[src/rtl/qsub_serial_if.sv]
// qsub_serial handshake bundle: start/operands in, busy/done/result out.
// master drives operands, slave is the serial subtractor.
interface qsub_serial_if #(
  parameter int SIZE = 8
);
  logic            start;
  logic [SIZE-1:0] a;
  logic [SIZE-1:0] b;
  logic            busy;
  logic            done;
  logic [SIZE-1:0] c;
  logic            ovf;

  modport master (
    output start, a, b,
    input  busy, done, c, ovf
  );

  modport slave (
    input  start, a, b,
    output busy, done, c, ovf
  );
endinterface

[src/rtl/qsub_serial.sv]
// Bit-serial sign-magnitude subtractor c = a - b, one magnitude bit per clock.
// Optional QSUB_SAT_EN: saturate magnitude to all ones on add-path overflow.
module qsub_serial #(
  parameter int SIZE = 8
) (
  input  logic          clk,
  input  logic          rst,
  qsub_serial_if.slave  bus
);

  localparam int MW = SIZE - 1;
  localparam int CW = $clog2(SIZE);

  typedef enum logic [1:0] {
    IDLE = 2'd0,
    CALC = 2'd1,
    DONE = 2'd2
  } state_t;

  state_t          state_q, state_d;
  logic [CW-1:0]   cnt_q, cnt_d;
  logic [MW-1:0]   x_q, x_d;
  logic [MW-1:0]   y_q, y_d;
  logic            add_q, add_d;
  logic            sgn_q, sgn_d;
  logic            cb_q, cb_d;
  logic [SIZE-1:0] c_q, c_d;
  logic            ovf_q, ovf_d;

  logic            busy_o;
  logic            done_o;

  logic [MW-1:0]   a_mag, b_mag;
  logic            a_sgn, b_eff;
  logic            is_add, a_ge;
  logic            accept;
  logic            last;
  logic            xb, yb, sum, cout;
  logic [MW-1:0]   mag_fin;
  logic            ovf_fin;
  logic            sgn_fin;

  // Operand classification done once, combinationally, at acceptance
  always_comb begin
    a_mag  = bus.a[MW-1:0];
    b_mag  = bus.b[MW-1:0];
    a_sgn  = bus.a[SIZE-1];
    b_eff  = ~bus.b[SIZE-1];
    is_add = (a_sgn == b_eff);
    a_ge   = (a_mag >= b_mag);
    accept = (state_q == IDLE) && bus.start;
  end

  // One-bit full adder / full subtractor on the current bit position
  always_comb begin
    xb   = x_q[cnt_q];
    yb   = y_q[cnt_q];
    sum  = xb ^ yb ^ cb_q;
    cout = add_q ? ((xb & yb) | (cb_q & (xb ^ yb)))
                 : ((~xb & yb) | (~(xb ^ yb) & cb_q));
    last = (cnt_q == CW'(SIZE - 2));
  end

  // Final magnitude, overflow handling and zero-sign normalization
  always_comb begin
    mag_fin         = c_q[MW-1:0];
    mag_fin[MW-1]   = sum;
    ovf_fin         = add_q & cout;
`ifdef QSUB_SAT_EN
    if (ovf_fin) begin
      mag_fin = '1;
    end
`endif
    sgn_fin = (mag_fin != '0) ? sgn_q : 1'b0;
  end

  // State register
  always_ff @(posedge clk) begin
    if (rst) begin
      state_q <= IDLE;
    end else begin
      state_q <= state_d;
    end
  end

  // Next-state logic
  always_comb begin
    state_d = state_q;
    unique case (state_q)
      IDLE: if (bus.start) state_d = CALC;
      CALC: if (last) state_d = DONE;
      DONE: state_d = IDLE;
      default: state_d = IDLE;
    endcase
  end

  // Handshake outputs decoded from state
  always_comb begin
    busy_o = 1'b0;
    done_o = 1'b0;
    unique case (state_q)
      CALC: busy_o = 1'b1;
      DONE: done_o = 1'b1;
      default: ;
    endcase
  end

  // Datapath next values: latch at accept, one bit per CALC edge
  always_comb begin
    cnt_d = cnt_q;
    x_d   = x_q;
    y_d   = y_q;
    add_d = add_q;
    sgn_d = sgn_q;
    cb_d  = cb_q;
    c_d   = c_q;
    ovf_d = ovf_q;
    if (accept) begin
      cnt_d = '0;
      add_d = is_add;
      if (is_add || a_ge) begin
        x_d   = a_mag;
        y_d   = b_mag;
        sgn_d = a_sgn;
      end else begin
        x_d   = b_mag;
        y_d   = a_mag;
        sgn_d = b_eff;
      end
      cb_d  = 1'b0;
      c_d   = '0;
      ovf_d = 1'b0;
    end else if (state_q == CALC) begin
      cb_d = cout;
      if (last) begin
        cnt_d = '0;
        c_d   = {sgn_fin, mag_fin};
        ovf_d = ovf_fin;
      end else begin
        cnt_d      = cnt_q + 1'b1;
        c_d[cnt_q] = sum;
      end
    end
  end

  // Datapath registers
  always_ff @(posedge clk) begin
    if (rst) begin
      cnt_q <= '0;
      x_q   <= '0;
      y_q   <= '0;
      add_q <= 1'b0;
      sgn_q <= 1'b0;
      cb_q  <= 1'b0;
      c_q   <= '0;
      ovf_q <= 1'b0;
    end else begin
      cnt_q <= cnt_d;
      x_q   <= x_d;
      y_q   <= y_d;
      add_q <= add_d;
      sgn_q <= sgn_d;
      cb_q  <= cb_d;
      c_q   <= c_d;
      ovf_q <= ovf_d;
    end
  end

  assign bus.busy = busy_o;
  assign bus.done = done_o;
  assign bus.c    = c_q;
  assign bus.ovf  = ovf_q;

endmodule

[src/flat_wrapper.sv]
// flat-port wrapper written by rule: the top's interface ports become plain ports
module qsub_serial_flat 
#(
  parameter int SIZE = 8
)
  (clk, rst, bus_start, bus_a, bus_b, bus_busy, bus_done, bus_c, bus_ovf);
  qsub_serial_if #(.SIZE(SIZE)) bus_i ();
  input  logic clk;
  input  logic rst;
  input wire logic [$bits(bus_i.start)-1:0] bus_start;
  input wire logic [$bits(bus_i.a)-1:0] bus_a;
  input wire logic [$bits(bus_i.b)-1:0] bus_b;
  output wire logic [$bits(bus_i.busy)-1:0] bus_busy;
  output wire logic [$bits(bus_i.done)-1:0] bus_done;
  output wire logic [$bits(bus_i.c)-1:0] bus_c;
  output wire logic [$bits(bus_i.ovf)-1:0] bus_ovf;
  assign bus_i.start = bus_start;
  assign bus_i.a = bus_a;
  assign bus_i.b = bus_b;
  assign bus_busy = bus_i.busy;
  assign bus_done = bus_i.done;
  assign bus_c = bus_i.c;
  assign bus_ovf = bus_i.ovf;
  qsub_serial #(.SIZE(SIZE)) u_core (.clk(clk), .rst(rst), .bus(bus_i));
endmodule
[config.mk]
export PLATFORM = sky130hd
export DESIGN_NAME = qsub_serial_flat
export DESIGN_NICKNAME = d
export VERILOG_FILES = /design/src/rtl/qsub_serial_if.sv /design/src/rtl/qsub_serial.sv /design/src/flat_wrapper.sv
export SDC_FILE = /design/constraint.sdc
export NUM_CORES = 1
export LEC_CHECK = 0
export CAP_MARGIN = 20
export CORE_ASPECT_RATIO = 1.5
export CORE_UTILIZATION = 45
export CTS_CLUSTER_SIZE = 10
export DETAILED_ROUTE_END_ITERATION = 16
export PLACE_DENSITY = 0.81
export SYNTH_ARGS = -nofsm -noshare
export SYNTH_HDL_FRONTEND = slang
export SYNTH_SLANG_ARGS = --single-unit
export TNS_END_PERCENT = 20
[constraint.sdc]
create_clock -name clk -period 3 [get_ports clk]
set_input_delay 0.75 -clock clk [delete_from_list [all_inputs] [get_ports clk]]
set_output_delay 0.75 -clock clk [all_outputs]
set_load 0.03 [all_outputs]
-- After elaboration in Yosys (flattened, before gate mapping)
Index checks and enable logic that the tools add are counted.
- $add $sub $neg: 1
- multiplexer cells: 19
- bitwise operators: 13
- reductions and logical operators: 9
- equal/unequal tests: 6
- magnitude comparators: 3
- operators with widths (cell ; number):
    7-bit two-way mux ; 2
    8-bit bitwise mux ; 1
    1-bit two-way mux ; 8
    8-bit two-way mux ; 1
    7-bit >= comparator ; 1
    7-bit nonzero test ; 1
    1-bit binary-select mux with 3-bit select ; 2
    2-bit AND reduction ; 3
    1-bit bitwise AND ; 5
    3-bit by 4-bit less-than comparator with 1-bit output, second input constant ; 1
    2-bit two-way mux ; 2
    1-bit NOT ; 4
    2-bit case mux with 2 select lines ; 1
    3-bit by 1-bit adder with 3-bit output, second input constant ; 1
    1-bit demux with 3-bit select ; 1
    3-bit == test, second input constant ; 1
    3-bit by 1-bit >= comparator with 1-bit output, second input constant ; 1
    3-bit two-way mux ; 1
    2-bit by 1-bit == test with 1-bit output, second input constant ; 1
    2-bit == test, second input constant ; 1
    1-bit logical AND ; 2
    2-bit zero test ; 1
    2-bit by 1-bit inequality test with 1-bit output, second input constant ; 1
    2-bit inequality test, second input constant ; 1
    other kinds (5) ; 7
- register bits after elaboration: 31
- input port bits: 19
- output and inout bits: 11
- word-level logic and storage cells: 61

-- Depth between registers and ports, before layout
- word-level depth: 8
- depth in mapped cells: 11
- mapped depth without buffers: 9

-- Worst setup path after synthesis
OpenSTA, ideal clock, no wires.
- kind: reg2reg
- start point: register u_core.cnt_q[2]
- end point: register u_core.c_q[7] (netlist: u_core.bus.c[7])
- stages on the path, launching flop included: 10
- setup slack: 653 ps
- data required time: 2930 ps
- buffers on the path: 2
- setup time: 70 ps
- period minus slack after synthesis: 2347 ps
- arrival: 2277 ps
- cells stage by stage: dfxtp_1 > buf_2 > mux2_2 > a21oi_1 > nor2_1 > a311o_1 > fa_1 > clkbuf_1 > o221ai_1 > a21oi_1
- cells in the longest elaborated chain, start to end: 7
- elaborated cells between the ends (all ways): 16
- classes of those cells: 2 x order compare; 1 x eq/ne; 9 x mux; 2 x bitwise; 2 x reduce/logical
- ends and longest elaborated chain (what ; line ; source):
    start: declaration ; qsub_serial.sv:21 ; logic [CW-1:0] cnt_q, cnt_d;
    start signal: assignment ; qsub_serial.sv:158 ; cnt_q <= cnt_d;
    1-bit binary-select mux with 3-bit select, on equally long branches ; qsub_serial.sv:56, qsub_serial.sv:57 ;
    1-bit two-way mux, on equally long branches ; qsub_serial.sv:56, qsub_serial.sv:57 ;
    1-bit XOR * (2 in series) ; qsub_serial.sv:58 ; sum = xb ^ yb ^ cb_q;
    named net u_core.sum ; qsub_serial.sv:38 ; logic xb, yb, sum, cout;
    7-bit nonzero test ; qsub_serial.sv:74 ; sgn_fin = (mag_fin != '0) ? sgn_q : 1'b0;
    1-bit two-way mux ; qsub_serial.sv:74 ;
    8-bit two-way mux * ; qsub_serial.sv:135 ; if (last) begin
    end signal: assignment ; qsub_serial.sv:155 ; c_q <= '0;
    end signal: assignment ; qsub_serial.sv:164 ; c_q <= c_d;
    end: declaration ; qsub_serial.sv:27 ; logic [SIZE-1:0] c_q, c_d;
Mark *: on every way through the listed nets, which the timed path passes. The rest lies on a longest branch. The select of a mux whose other input is x is not followed.
A chain may end at the register's enable or synchronous reset.

-- Final worst setup path
Ends and elaborated chain as after synthesis.

==> summary.md <==
| Metric | Value |
|---|---|
| Routing layer with the top usage in global route | `met2` |
| Number of buffers added by the clock tree synthesis step | `5` |
| DRT Wirelength | `4021 microns` |
| Unrepaired setup endpoints after global routing | `no` |
| Worst setup timing slack at the placement stage | `0.1873 ns` |
| Min Tclk post-route | `2.674 ns` |
| Final Net Count | `272` |
| Fraction of registers with async set or reset after synthesis | `0` |
| Global router's overall resource usage | `0.2078` |
| Area of the core | `3994 sq um` |
| Latest clock arrival within the worst-skew pair | `0.29 ns` |
| Routed WL per cell | `13.91 microns` |
| Layout cells sized above 1 | `0.1189` |
| Final Wtd Congestion | `0.8348` |
| Vert. Die Dim | `81.39 microns` |
| Site row count | `28` |
| Number of detailed-route iterations in the first pass | `4` |
| Total leakage power | `0.8416 nW` |
| Min setup slack post-route | `0.3257 ns` |
| Cell area after synthesis | `1891 sq um` |
| Total Power | `0.0009926 W` |
| R2R setup slack | `0.33 ns` |
| Max_slew headroom | `0.7146` |
| DP HPWL | `3054 microns` |
| Startpoint kind of the worst setup timing path | `flop` |
| Post-CTS Setup Inserts | `0` |
| First-pass GRT wire length | `6810 microns` |
| Leading post-synthesis cells by cell area | `sky130_fd_sc_hd__dfxtp_1, sky130_fd_sc_hd__nand2_1, sky130_fd_sc_hd__o2111ai_1, sky130_fd_sc_hd__o211ai_1, sky130_fd_sc_hd__ha_1` |
| Final hold violation count | `0` |
| Power density over the cells | `437.3 nW/um^2` |
| Setup skew after layout | `0.003598 ns` |
| Final clock period utilization by the worst path | `0.8914` |
| Post-synth EDFFs | `0` |
| Distinct cell type count after synthesis | `43` |
| Reg clk slew, reported paths | `0.06 ns` |
| Status | `completed` |
| CTS max path bufs | `2` |
| Post-Synthesis Cells | `215` |
| Filler cell count | `384` |
| Required time of the critical path | `3.22 ns` |
| Post-Syn Nets | `243` |
| Most common cell in the synthesized netlist | `sky130_fd_sc_hd__nand2_1` |
| Area growth syn-to-layout | `20.05%` |
| Part of the Yosys area used for sequential elements | `0.3283` |
| TritonCTS clock tree | `built` |
| Global Route met2 Usage | `0.3819` |
| Via count | `1648` |
| Max-cap check violation count | `0` |
| Yosys Warn Count | `0` |
| Port bufs | `29` |
| Data arrival time of the critical path | `2.89 ns` |
| Drc violations | `0` |
| Endpoint class of the critical path | `flop` |
| F_max | `0.3739 GHz` |
| I/O pin count | `30` |
| Number of antenna violations at the first check in global routing | `0` |
| Pin count of the biggest net entering global routing | `32` |
| Worst Max-Slew Pin Slew | `0.4275 ns` |
| Setup total negative slack | `0 ns` |
| Via-per-instance ratio | `5.702` |
| Detailed Route Iter0 Violations | `58` |
| Die Footprint | `4470 sq um` |
| Number of instances resized during post-cts repair | `0` |
| Per-instance average area after synthesis | `8.793 sq um` |
| Yosys top cell area share | `0.3283` |
| Hold slack | `0.4673 ns` |
| VDD IR max | `0.0002998 V` |
| Vias in the first global route | `1611` |
| Met1 GRT Util | `0.2175` |
| Number of pins exceeding their max-slew limit in the final report | `0` |
| Yosys reg bits | `31` |
| Antenna violation net count after detailed routing | `0` |
| Post-synth top cells | `sky130_fd_sc_hd__nand2_1, sky130_fd_sc_hd__dfxtp_1, sky130_fd_sc_hd__o2111ai_1` |
| Antenna diode count | `0` |
| Number of H-tree levels | `2` |
| Clock net sink count | `31` |
| Met3 track utilization from global routing | `0.03933` |
| Post-cts hold buffer count | `0` |
| Congestion Overflow GR | `0` |
| Synth area leader | `sky130_fd_sc_hd__dfxtp_1` |
| Most used flip-flop cell after synthesis | `sky130_fd_sc_hd__dfxtp_1` |
| X dimension of the die | `54.92 microns` |
| Setup-violating endpoint count in the final report | `0` |
| Starting Density | `0.4734` |
| Class of the worst hold path | `reg -> reg` |
| Critical-path maximum fanout | `12` |
| Master cell of the clock root buffer | `sky130_fd_sc_hd__clkbuf_8` |
| Classification of the worst setup path | `reg -> reg` |
logic make-up (layout without fill, tap and decap cells):
| kind of cell | after synthesis | after routing | synth area share |
|---|---|---|---|
| AO/OA/AOI/OAI | 62 | 62 | 0.2621 |
| XOR/XNOR | 1 | 1 | 0.004634 |
| adder cells (fa/ha/maj) | 9 | 9 | 0.06750 |
| buffers and inverters | 27 | 56 | 0.08868 |
| flip-flops | 31 | 31 | 0.3283 |
| multiplexers | 11 | 11 | 0.06089 |
| AND/OR/NAND/NOR | 74 | 74 | 0.1880 |
cells in the final DEF (no fill, tap or decap), types with 3 or more instances in the layout:
master,instances
sky130_fd_sc_hd__inv_1,10
sky130_fd_sc_hd__o2111ai_1,15
sky130_fd_sc_hd__dfxtp_1,31
sky130_fd_sc_hd__nor3b_1,4
sky130_fd_sc_hd__a21oi_1,11
sky130_fd_sc_hd__clkbuf_8,6
sky130_fd_sc_hd__nor2_1,14
sky130_fd_sc_hd__nand2_1,36
sky130_fd_sc_hd__o211ai_1,13
sky130_fd_sc_hd__clkdlybuf4s50_1,29
sky130_fd_sc_hd__nand2b_1,4
sky130_fd_sc_hd__mux2i_1,7
sky130_fd_sc_hd__a21o_1,3
sky130_fd_sc_hd__buf_4,10
sky130_fd_sc_hd__o21ai_0,5
sky130_fd_sc_hd__nand3b_1,4
sky130_fd_sc_hd__mux2_2,4
sky130_fd_sc_hd__ha_1,7
sky130_fd_sc_hd__nor4_1,3
layer usage:
| layer | wire length [microns] | share of wire |
|---|---|---|
| met2 | 2149 | 0.53 |
| met3 | 120 | 0.030 |
| met5 | 0 | 0 |
| met1 | 1669 | 0.42 |
| met4 | 81 | 0.020 |
state kept, by name, summed over array words and instances (netlist names):
signal	count
u_core.x_q	7
u_core.cb_q	1
u_core.cnt_q	3
u_core.y_q	7
u_core.sgn_q	1
u_core.state_q	2
u_core.bus.c	8
u_core.bus.ovf	1
u_core.add_q	1
report_power, final:
group / total (W) / internal (W) / switching [W]
Clock: 0.000333 / 0.000180 / 0.000154
Sequential: 0.000451 / 0.000436 / 0.0000157
Combinational: 0.000208 / 0.0000920 / 0.000116
Total: 0.000993 / 0.000707 / 0.000286
area by class of cell:
type	instances	area (sq um)	share of cell area
clock buffer	6	82.58	0.03638
clock inverter	1	5.005	0.002205
inverter	10	37.54	0.01654
multi-input combinational	157	1102	0.4857
sequential	31	620.6	0.2734
tap	45	56.30	0.02481
timing repair buffer	39	365.4	0.1610
through the flow:
stage               cells  utilization  area, sq um
finish                289       0.5683         2270
global route          289       0.5683         2270
CTS                   289       0.5683         2270
detailed placement    282       0.5464         2182
global placement      282       0.5464         2182
floorplan             215            -         1891
final timing paths:
check / start / to / depth (start not counted)
max: u_core.cnt_q[2]$_SDFFE_PP0P_ / u_core.bus.c[7]$_SDFFE_PP0P_ / 7
min: u_core.y_q[0]$_SDFFE_PP0P_ / u_core.y_q[0]$_SDFFE_PP0P_ / 2
min reg2reg: u_core.y_q[0]$_SDFFE_PP0P_ / u_core.y_q[0]$_SDFFE_PP0P_ / 2
max reg2reg: u_core.cnt_q[2]$_SDFFE_PP0P_ / u_core.bus.c[7]$_SDFFE_PP0P_ / 7
worst max-delay path, stage by stage, from the launching register on:
cell and delay (ns):
sky130_fd_sc_hd__dfxtp_1 0.58, sky130_fd_sc_hd__mux2_2 0.39, sky130_fd_sc_hd__a21oi_1 0.18, sky130_fd_sc_hd__nor2_1 0.06
sky130_fd_sc_hd__a311o_1 0.38, sky130_fd_sc_hd__fa_1 0.70, sky130_fd_sc_hd__o221ai_1 0.15, sky130_fd_sc_hd__a21oi_1 0.16
Power figures use the tool's default switching activity.
